--- src/rtl/mem_ctrl_pkg.sv ---
// Shared definitions for the byte-wide RAM port arbiter/sequencer.
package mem_ctrl_pkg;

    localparam int unsigned DEF_ADDR_W  = 32;
    localparam logic [31:0] DEF_IO_BASE = 32'h0003_0000;

    // Bus types
    typedef logic [DEF_ADDR_W-1:0] addr_bus_t;
    typedef logic [31:0]           inst_bus_t;
    typedef logic [31:0]           data_bus_t;
    typedef logic [7:0]            byte_bus_t;

    // Load/store size encodings (3 is illegal and handled as a word)
    typedef enum logic [1:0] {
        SIZE_B = 2'd0,
        SIZE_H = 2'd1,
        SIZE_W = 2'd2
    } size_t;

    // Sequencer states
    typedef enum logic [1:0] {
        ST_IDLE  = 2'd0,
        ST_IF_RD = 2'd1,
        ST_LS_RD = 2'd2,
        ST_LS_WR = 2'd3
    } state_t;

    // Index of the last byte of a transfer of the given size
    function automatic logic [1:0] size_last(input logic [1:0] size);
        case (size)
            SIZE_B:  return 2'd0;
            SIZE_H:  return 2'd1;
            default: return 2'd3;
        endcase
    endfunction

endpackage

--- src/rtl/mem_ctrl_if.sv ---
// Fetch, load/store and RAM port signals of the memory controller.
interface mem_ctrl_if #(
    parameter int unsigned ADDR_W = 32
);
    // Instruction fetch
    logic              IF_req;
    logic [ADDR_W-1:0] IF_addr;
    logic              IF_done;
    logic [31:0]       IF_inst;
    // Load/store buffer
    logic              LS_req;
    logic              LS_we;
    logic [1:0]        LS_size;
    logic [ADDR_W-1:0] LS_addr;
    logic [31:0]       LS_wdata;
    logic              LS_done;
    logic [31:0]       LS_rdata;
    // RAM port and I/O status
    logic [7:0]        mem_din;
    logic [7:0]        mem_dout;
    logic [ADDR_W-1:0] mem_a;
    logic              mem_wr;
    logic              io_buffer_full;

    // Controller side
    modport slave (
        input  IF_req, IF_addr, LS_req, LS_we, LS_size, LS_addr, LS_wdata,
        input  mem_din, io_buffer_full,
        output IF_done, IF_inst, LS_done, LS_rdata,
        output mem_dout, mem_a, mem_wr
    );

    // Requester / RAM side
    modport master (
        output IF_req, IF_addr, LS_req, LS_we, LS_size, LS_addr, LS_wdata,
        output mem_din, io_buffer_full,
        input  IF_done, IF_inst, LS_done, LS_rdata,
        input  mem_dout, mem_a, mem_wr
    );

endinterface

--- src/rtl/mem_ctrl.sv ---
// Arbiter/sequencer for the single byte-wide RAM port shared by instruction
// fetch and the load/store buffer. Splits requests into byte transfers and
// assembles little-endian read data.
// Optional feature macro: MEMCTRL_IOBUF_EN (stall I/O writes on full UART buffer).
module mem_ctrl
    import mem_ctrl_pkg::*;
#(
    parameter int unsigned       ADDR_W  = DEF_ADDR_W,
    parameter logic [ADDR_W-1:0] IO_BASE = ADDR_W'(DEF_IO_BASE)
) (
    input  logic        clk,
    input  logic        rst,
    input  logic        rdy,
    input  logic        clr,
    mem_ctrl_if.slave   bus
);

    state_t            state;
    logic [1:0]        cnt;
    logic [1:0]        last;
    logic              tail;
    logic [31:0]       sh;
    logic [ADDR_W-1:0] a_r;
    logic [7:0]        dout_r;
    logic              wr_r;
    logic              if_done_r;
    logic              ls_done_r;
    logic [31:0]       if_inst_r;
    logic [31:0]       ls_rdata_r;

    logic [ADDR_W-1:0] a_next;
    logic [31:0]       rd_shift;
    logic [31:0]       rd_word;
    logic              ls_is_io;
    logic              a_is_io;
    logic              a_next_is_io;
    logic              stall_first;
    logic              stall_next;
    logic              stall_hold;

    assign a_next       = a_r + ADDR_W'(1);
    assign ls_is_io     = (bus.LS_addr >= IO_BASE);
    assign a_is_io      = (a_r >= IO_BASE);
    assign a_next_is_io = (a_next >= IO_BASE);

    // Every read cycle shifts mem_din in from the top; the first shift carries
    // a stale byte that is always pushed out by the right-alignment below.
    assign rd_shift = {bus.mem_din, sh[31:8]};

    // Right-align the assembled bytes according to the transfer length
    always_comb begin
        rd_word = rd_shift;
        case (last)
            2'd0:    rd_word = {24'h0, rd_shift[31:24]};
            2'd1:    rd_word = {16'h0, rd_shift[31:16]};
            default: rd_word = rd_shift;
        endcase
    end

    // Write stall decisions: hold off I/O bytes while the UART buffer is full
    // and leave one idle cycle after every I/O byte.
`ifdef MEMCTRL_IOBUF_EN
    always_comb begin
        stall_first = ls_is_io && bus.io_buffer_full;
        stall_next  = a_is_io || (a_next_is_io && bus.io_buffer_full);
        stall_hold  = a_is_io && bus.io_buffer_full;
    end
`else
    logic unused_io;
    assign unused_io = ^{bus.io_buffer_full, ls_is_io, a_is_io, a_next_is_io};
    always_comb begin
        stall_first = 1'b0;
        stall_next  = 1'b0;
        stall_hold  = 1'b0;
    end
`endif

    // Sequencer FSM with registered RAM and completion outputs
    always_ff @(posedge clk or posedge rst) begin
        if (rst) begin
            state      <= ST_IDLE;
            cnt        <= '0;
            last       <= '0;
            tail       <= 1'b0;
            sh         <= '0;
            a_r        <= '0;
            dout_r     <= '0;
            wr_r       <= 1'b0;
            if_done_r  <= 1'b0;
            ls_done_r  <= 1'b0;
            if_inst_r  <= '0;
            ls_rdata_r <= '0;
        end else if (rdy) begin
            if_done_r <= 1'b0;
            ls_done_r <= 1'b0;
            case (state)
                ST_IDLE: begin
                    if (!clr) begin
                        if (bus.LS_req) begin
                            a_r  <= bus.LS_addr;
                            cnt  <= '0;
                            tail <= 1'b0;
                            last <= size_last(bus.LS_size);
                            if (bus.LS_we) begin
                                state  <= ST_LS_WR;
                                dout_r <= bus.LS_wdata[7:0];
                                sh     <= {8'h00, bus.LS_wdata[31:8]};
                                wr_r   <= !stall_first;
                            end else begin
                                state <= ST_LS_RD;
                                wr_r  <= 1'b0;
                            end
                        end else if (bus.IF_req) begin
                            state <= ST_IF_RD;
                            a_r   <= bus.IF_addr;
                            cnt   <= '0;
                            tail  <= 1'b0;
                            last  <= 2'd3;
                            wr_r  <= 1'b0;
                        end
                    end
                end
                ST_IF_RD, ST_LS_RD: begin
                    if (clr) begin
                        state <= ST_IDLE;
                        cnt   <= '0;
                        tail  <= 1'b0;
                    end else begin
                        sh <= rd_shift;
                        if (tail) begin
                            state <= ST_IDLE;
                            cnt   <= '0;
                            tail  <= 1'b0;
                            if (state == ST_IF_RD) begin
                                if_done_r <= 1'b1;
                                if_inst_r <= rd_word;
                            end else begin
                                ls_done_r  <= 1'b1;
                                ls_rdata_r <= rd_word;
                            end
                        end else if (cnt == last) begin
                            tail <= 1'b1;
                        end else begin
                            cnt <= cnt + 2'd1;
                            a_r <= a_next;
                        end
                    end
                end
                ST_LS_WR: begin
                    // A committed store ignores clr.
                    if (!wr_r) begin
                        wr_r <= !stall_hold;
                    end else if (cnt == last) begin
                        wr_r      <= 1'b0;
                        ls_done_r <= 1'b1;
                        state     <= ST_IDLE;
                        cnt       <= '0;
                    end else begin
                        cnt    <= cnt + 2'd1;
                        a_r    <= a_next;
                        dout_r <= sh[7:0];
                        sh     <= {8'h00, sh[31:8]};
                        wr_r   <= !stall_next;
                    end
                end
                default: state <= ST_IDLE;
            endcase
        end
    end

    assign bus.mem_a    = a_r;
    assign bus.mem_dout = dout_r;
    assign bus.mem_wr   = wr_r && rdy;
    assign bus.IF_done  = if_done_r;
    assign bus.IF_inst  = if_inst_r;
    assign bus.LS_done  = ls_done_r;
    assign bus.LS_rdata = ls_rdata_r;

endmodule

--- src/flat_wrapper.sv ---
// flat-port wrapper written by rule: the top's interface ports become plain ports
module mem_ctrl_flat import mem_ctrl_pkg::*;
#(
    parameter int unsigned       ADDR_W  = DEF_ADDR_W,
    parameter logic [ADDR_W-1:0] IO_BASE = ADDR_W'(DEF_IO_BASE)
)
  (clk, rst, rdy, clr, bus_IF_req, bus_IF_addr, bus_LS_req, bus_LS_we, bus_LS_size, bus_LS_addr, bus_LS_wdata, bus_mem_din, bus_io_buffer_full, bus_IF_done, bus_IF_inst, bus_LS_done, bus_LS_rdata, bus_mem_dout, bus_mem_a, bus_mem_wr);
  mem_ctrl_if #(.ADDR_W(ADDR_W)) bus_i ();
  input  logic clk;
  input  logic rst;
  input  logic rdy;
  input  logic clr;
  input wire logic [$bits(bus_i.IF_req)-1:0] bus_IF_req;
  input wire logic [$bits(bus_i.IF_addr)-1:0] bus_IF_addr;
  input wire logic [$bits(bus_i.LS_req)-1:0] bus_LS_req;
  input wire logic [$bits(bus_i.LS_we)-1:0] bus_LS_we;
  input wire logic [$bits(bus_i.LS_size)-1:0] bus_LS_size;
  input wire logic [$bits(bus_i.LS_addr)-1:0] bus_LS_addr;
  input wire logic [$bits(bus_i.LS_wdata)-1:0] bus_LS_wdata;
  input wire logic [$bits(bus_i.mem_din)-1:0] bus_mem_din;
  input wire logic [$bits(bus_i.io_buffer_full)-1:0] bus_io_buffer_full;
  output wire logic [$bits(bus_i.IF_done)-1:0] bus_IF_done;
  output wire logic [$bits(bus_i.IF_inst)-1:0] bus_IF_inst;
  output wire logic [$bits(bus_i.LS_done)-1:0] bus_LS_done;
  output wire logic [$bits(bus_i.LS_rdata)-1:0] bus_LS_rdata;
  output wire logic [$bits(bus_i.mem_dout)-1:0] bus_mem_dout;
  output wire logic [$bits(bus_i.mem_a)-1:0] bus_mem_a;
  output wire logic [$bits(bus_i.mem_wr)-1:0] bus_mem_wr;
  assign bus_i.IF_req = bus_IF_req;
  assign bus_i.IF_addr = bus_IF_addr;
  assign bus_i.LS_req = bus_LS_req;
  assign bus_i.LS_we = bus_LS_we;
  assign bus_i.LS_size = bus_LS_size;
  assign bus_i.LS_addr = bus_LS_addr;
  assign bus_i.LS_wdata = bus_LS_wdata;
  assign bus_i.mem_din = bus_mem_din;
  assign bus_i.io_buffer_full = bus_io_buffer_full;
  assign bus_IF_done = bus_i.IF_done;
  assign bus_IF_inst = bus_i.IF_inst;
  assign bus_LS_done = bus_i.LS_done;
  assign bus_LS_rdata = bus_i.LS_rdata;
  assign bus_mem_dout = bus_i.mem_dout;
  assign bus_mem_a = bus_i.mem_a;
  assign bus_mem_wr = bus_i.mem_wr;
  mem_ctrl #(.ADDR_W(ADDR_W), .IO_BASE(IO_BASE)) u_core (.clk(clk), .rst(rst), .rdy(rdy), .clr(clr), .bus(bus_i));
endmodule
--- config.mk ---
export PLATFORM = sky130hd
export DESIGN_NAME = mem_ctrl_flat
export DESIGN_NICKNAME = d
export VERILOG_FILES = /design/src/rtl/mem_ctrl_pkg.sv /design/src/rtl/mem_ctrl_if.sv /design/src/rtl/mem_ctrl.sv /design/src/flat_wrapper.sv
export SDC_FILE = /design/constraint.sdc
export NUM_CORES = 1
export LEC_CHECK = 0
export ABC_CLOCK_PERIOD_IN_PS = 6300
export CORE_ASPECT_RATIO = 1.5
export CORE_MARGIN = 2
export CORE_UTILIZATION = 49
export CTS_BUF_LIST = sky130_fd_sc_hd__clkbuf_8
export CTS_CLUSTER_DIAMETER = 150
export CTS_CLUSTER_SIZE = 40
export DETAILED_ROUTE_END_ITERATION = 6
export PLACE_DENSITY_LB_ADDON = 0.08
export SYNTH_ARGS = -nofsm -noshare
export SYNTH_HDL_FRONTEND = slang
export SYNTH_SLANG_ARGS = --single-unit
--- constraint.sdc ---
create_clock -name clk -period 6.3 [get_ports clk]
set_input_delay 0.63 -clock clk [delete_from_list [all_inputs] [get_ports clk]]
set_output_delay 0.63 -clock clk [all_outputs]
set_load 0.02 [all_outputs]
### After elaboration in Yosys (flattened, before gate mapping)

Index checks and enable logic that the tools add are counted.
W data, S select, Z words.

| operators by class | value |
|---|---|
| add/sub/neg operators | 2 |
| reductions and logical operators | 18 |
| muxes and demuxes | 65 |
| bitwise gates (word level) | 2 |
| equal/unequal tests | 17 |

Operator list:

| kind | count |
|---|---|
| $mux W32 | 13 |
| $pmux W32 S3 | 2 |
| $pmux W32 S2 | 1 |
| $mux W8 | 5 |
| $mux W2 | 17 |
| $add A32 B1 Y32 const B | 1 |
| $mux W1 | 20 |
| $pmux W8 S2 | 1 |
| $reduce_and A5 Y1 | 3 |
| $reduce_and A7 Y1 | 2 |
| $ne A2 B2 Y1 const B | 6 |
| $pmux W2 S3 | 2 |
| $reduce_and A4 Y1 | 3 |
| $reduce_and A6 Y1 | 2 |
| $eq A2 B1 Y1 const B | 3 |
| $logic_not A2 Y1 | 3 |
| $pmux W1 S2 | 3 |
| $reduce_bool A2 Y1 | 3 |
| $eq A2 B2 Y1 const B | 2 |
| $ne A2 B1 Y1 const B | 2 |
| $ne A4 B3 Y1 const B | 1 |
| $pmux W2 S2 | 1 |
| $ne A3 B2 Y1 const B | 1 |
| $ne A3 B3 Y1 const B | 1 |
| 5 further kinds | 6 |

| word-level totals | value |
|---|---|
| register bits after elaboration | 146 |
| input bits | 114 |
| output and inout port bits | 107 |

### Depth between registers and ports, before layout

| depth | value |
|---|---|
| depth in word-level cells | 5 |
| depth in mapped cells | 9 |
| depth with buffers taken out | 7 |

### Least setup slack after synthesis

OpenSTA, ideal clock, no wires.

| timing path | value |
|---|---|
| path kind | flip-flop to flip-flop |
| start point | reg u_core.a_r[0], in the netlist u_core.bus.mem_a[0] |
| end point | reg u_core.a_r[24], in the netlist u_core.bus.mem_a[24] |
| arrival | 2.132 ns |
| period minus slack after synthesis | 2.260 ns |
| required time | 6.172 ns |
| path buffers | 0 |
| stages on the path, launching flop included | 7 |
| path slack | 4.040 ns |
| library setup time | 0.128 ns |
| cell sequence | dfrtp_1 ha_1 nand4_2 or4_4 or4_4 a21oi_2 nor3_1 |

| on the way | value |
|---|---|
| word-level cells in the longest chain between the ends | 5 |
| elaborated cells on any way between the ends | 6 |
| classes of those cells | add/sub (1); mux (5) |

RTL lines:

| what | line | RTL |
|---|---|---|
| from (decl) | mem_ctrl.sv:23 | `logic [ADDR_W-1:0] a_r;` |
| from (signal assigned) | mem_ctrl.sv:100 | `a_r <= bus.LS_addr;` |
| from (signal assigned) | mem_ctrl.sv:115 | `a_r <= bus.IF_addr;` |
| from (signal assigned) | mem_ctrl.sv:145 | `a_r <= a_next;` |
| $add A32 B1 Y32 (*) | mem_ctrl.sv:41 | `assign a_next = a_r + ADDR_W'(1);` |
| $mux W32 (*) | mem_ctrl.sv:141, mem_ctrl.sv:153 |  |
| $mux W32 | mem_ctrl.sv:130 | `if (tail) begin` |
| $mux W32 | mem_ctrl.sv:124 | `if (clr) begin` |
| $pmux W32 S3 (*) | mem_ctrl.sv:96 | `case (state)` |

Mark *: on every way between the ends. The rest lies on a longest branch, timed or not. The select of a mux whose other input is x is not followed.
A chain may end at the register's enable or synchronous reset.

### Final worst setup path

| timing path | value |
|---|---|
| start point | reg u_core.last[0] |
| end point | reg u_core.a_r[16], in the netlist u_core.bus.mem_a[16] |

| on the way | value |
|---|---|
| word-level cells in the longest chain between the ends | 5 |
| elaborated cells on any way between the ends | 6 |
| classes of those cells | eq/ne (1); mux (5) |

RTL lines:

| what | line | RTL |
|---|---|---|
| from (decl) | mem_ctrl.sv:20 | `logic [1:0] last;` |
| from (signal assigned) | mem_ctrl.sv:103 | `last <= size_last(bus.LS_size);` |
| $eq A2 B2 Y1 (*) | mem_ctrl.sv:141, mem_ctrl.sv:153 |  |
| $mux W32 (*) | n/a |  |
| $mux W32 (2 in series) | n/a |  |
| $pmux W32 S3 (*) | n/a |  |

Marked as above.

==> impl_metrics.tcl <==
set metrics [dict create \
    whs_ps 482 \
    cts_tree "yes" \
    fill_cells 1342 \
    clk_pin_slew_ps 90 \
    tightest_slew_ps 1040 \
    grt_pass1_wl_um 33200 \
    synth_top_cell_by_area "dfrtp_1" \
    tns_ps 0 \
    yosys-top-cells-area "dfrtp_1 49%, o21ai_0 7.8%, nand2_1 7.7%" \
    max-slew-margin-rel_pct 30.8 \
    synth-async-reset-ratio_pct 100 \
    clock-root-buffer "clkbuf_8" \
    htree_levels 4 \
    topRoutingLayerUsed "met4" \
    synth-seq-area-share_pct 49.0 \
    ant_nets 0 \
    pwr-share-clk_pct 15.1 \
    rr_worst_depth 5 \
    nNetsFinal 1127 \
    hp-class "register to register" \
    yosys-top-cells-count "152 x nand2_1, 146 x dfrtp_1, 116 x o21ai_0" \
    place_congestion 0.841 \
    max_freq_mhz 333 \
    report.final.slew_viol_count 0 \
    fp.dieH_um 155 \
    ys_ff_latch 146 \
    holdPathEnd "u_core.sh[4]$_DFFE_PP0P_" \
    grt.total_usage_pct 25.7 \
    routedWlPerCell_um 16.9 \
    core_sq_mm 0.0150 \
    area_growth_pct 35.9 \
    num_vias 6821 \
    total_power_mw 4.76 \
    die_x_um 105 \
    met2_length_um 11000 \
    io_buffer_count 219 \
    netlist_area_sq_mm 0.00745 \
    r2r-start "u_core.last[0]$_DFFE_PP0P_" \
    cts_buffers 17 \
    ios 221 \
    hold_depth 2 \
    synth.avg_cell_area_sq_um 9.10 \
    fin_crit_sh_pct 47.6 \
    yosys_warnings 0 \
    routed_via_density 5.59 \
    finClkSkew_ps 13.0 \
    crit_arrival_ps 3330 \
    drt_wl_total_um 20700 \
    drc 0 \
    path_class "register to register" \
    wl_met1_um 8120 \
    clock_path_buffers 2 \
    total_leakage_power_nw 4.19 \
    clock-sinks 146 \
    antennaDiodeCount 0 \
    synthDistinctLibCells 65 \
    period_needed_ps 3000 \
    clk_latency_ps 450 \
    hold_buffers 0 \
    p_switching_mw 2.12 \
    p_sw_share_pct 44.4 \
    cp-start-kind "register" \
    crit_path_end_kind "register" \
    drv_cap 0 \
    power_per_cell_area_mw_per_mm2 470 \
    hold_viol 0 \
    cp_data_required_time_ps 6630 \
    synth_ff_type "dfrtp_1" \
    dr_wl_met3_um 1170 \
    ir_drop_v 0.000210 \
    drtPass1Iterations 5 \
    synth_fp_nets 938 \
    crit_fanout 30 \
    drtIter0Drc 357 \
    drive_gt1_share_pct 8.23 \
    synth_edf_count 0 \
    grt_overflow 0 \
    rows 55 \
    antenna_found_initial 0 \
    r2r-end "u_core.bus.mem_a[16]$_DFFE_PP0P_" \
    first_global_vias 6635 \
    seqPwrFrac_pct 34.8 \
    placed_cells 1188 \
    hold_start "u_core.sh[4]$_DFFE_PP0P_" \
    hpwl_um 15000 \
    grt_max_degree 92 \
    finalSetupViolations 0 \
    postSynthCellCount 819 \
    dieArea_sq_mm 0.0162 \
    synth_top_area_share_pct 49.0 \
    synth_most_common_cell "nand2_1" \
    grt_setup_unrepaired "no" \
    cts_resized 0 \
    fin_cells 1220 \
    reg2reg_slack_ps 3300 \
    status "finished clean" \
    start_util_pct 49.7 \
    p_int_mw 2.65 \
    post-cts-setup-buffers 0 \
    power_frac_comb_pct 50.1 \
]
[how the worst max path moves through the flow]
| stage | start | end | slack [ps] |
|---|---|---|---|
| after floorplan | rst | u_core.bus.IF_done$_DFFE_PP0P_ | 1750 |
| after global placement | clr | u_core.bus.mem_a[16]$_DFFE_PP0P_ | 3010 |
| after detailed placement | clr | u_core.bus.mem_a[16]$_DFFE_PP0P_ | 2970 |
| after CTS | u_core.last[0]$_DFFE_PP0P_ | u_core.bus.mem_a[16]$_DFFE_PP0P_ | 3310 |
| after global routing | u_core.last[0]$_DFFE_PP0P_ | u_core.bus.mem_a[16]$_DFFE_PP0P_ | 3000 |
| final | u_core.last[0]$_DFFE_PP0P_ | u_core.bus.mem_a[16]$_DFFE_PP0P_ | 3300 |
[critical path: stages, from the launching register on]
cell and delay [ps]:
dfrtp_1 880, xnor2_1 320, nand2_1 280, o2111a_1 910, o21ai_0 230, a22o_1 280
[sequential cells by signal, indices dropped and copies added, names as in the netlist]
name                 flops
u_core.wr_r              1
u_core.last              2
u_core.bus.LS_done       1
u_core.tail              1
u_core.bus.IF_inst      32
u_core.bus.LS_rdata     32
u_core.bus.mem_a        32
u_core.bus.mem_dout      8
u_core.cnt               2
u_core.state             2
u_core.bus.IF_done       1
u_core.sh               32
[layer usage]
metal / track usage, % / vias to the layer above
met5: 0 / -
met4: 7.49 / 0
met3: 5.61 / 28
met2: 46.2 / 227
met1: 30.8 / 3265
li1: - / 3301
[metrics by stage]
step / instance area (sq um) / setup slack (ps) / utilization, %
finish: 10100 / 3300 / 67.5
global route: 10100 / 3000 / 67.5
CTS: 10100 / 3310 / 67.5
detailed placement: 9750 / 2970 / 65.0
global placement: 9750 / 3010 / 65.0
floorplan: 7450 / 1750 / -
[power by group through the flow]
| stage | sequential, mW | combinational [mW] | clock, mW |
|---|---|---|---|
| after CTS | 1.66 | 2.41 | 0.730 |
| final | 1.66 | 2.38 | 0.720 |
| after detailed placement | 1.68 | 2.40 | 0 |
| after global placement | 1.66 | 2.36 | 0 |
| after floorplan | 1.85 | 1.15 | 0 |
| after global routing | 1.71 | 2.61 | 0.772 |
[logic make-up (layout without fill, tap and decap cells)]
family                   Yosys count  count (layout)  synth area share [%]
buffers and inverters             74             276                  4.06
multiplexers                      54              54                  7.64
flip-flops                       146             146                  49.0
AND/OR/NAND/NOR                  277             277                  16.6
adder cells (fa/ha/maj)            5               5                 0.839
AO/OA/AOI/OAI                    259             259                  21.4
XOR/XNOR                           4               4                 0.470
[cell usage in the layout (no fill, tap or decap), types with 6 or more instances in the layout]
cell type        Yosys  layout
a211oi_1             9       9
a21oi_1             46      46
a22oi_1             28      28
clkdlybuf4s50_1      0     218
inv_8                0       6
mux2i_1             31      31
o21ai_0            116     116
mux2_2              23      23
nor2_1              53      53
nor3_1               9       9
nand3_1             18      17
clkbuf_8             0      18
dfrtp_1            146     146
buf_4                2      11
nand2_1            152     152
o22a_1              11      11
inv_1               13      12
[final cells by class]
| cell class | instances | area (sq um) | share of cell area, % |
|---|---|---|---|
| flip-flops and latches | 146 | 3650 | 36.1 |
| multi-input cells | 599 | 3520 | 34.7 |
| repair buffers | 230 | 2270 | 22.4 |
| well taps | 199 | 249 | 2.46 |
| clock buffers | 18 | 248 | 2.45 |
| clock inverters | 14 | 135 | 1.33 |
| inverters | 14 | 57.6 | 0.568 |
(Power assumes the default switching activity.)
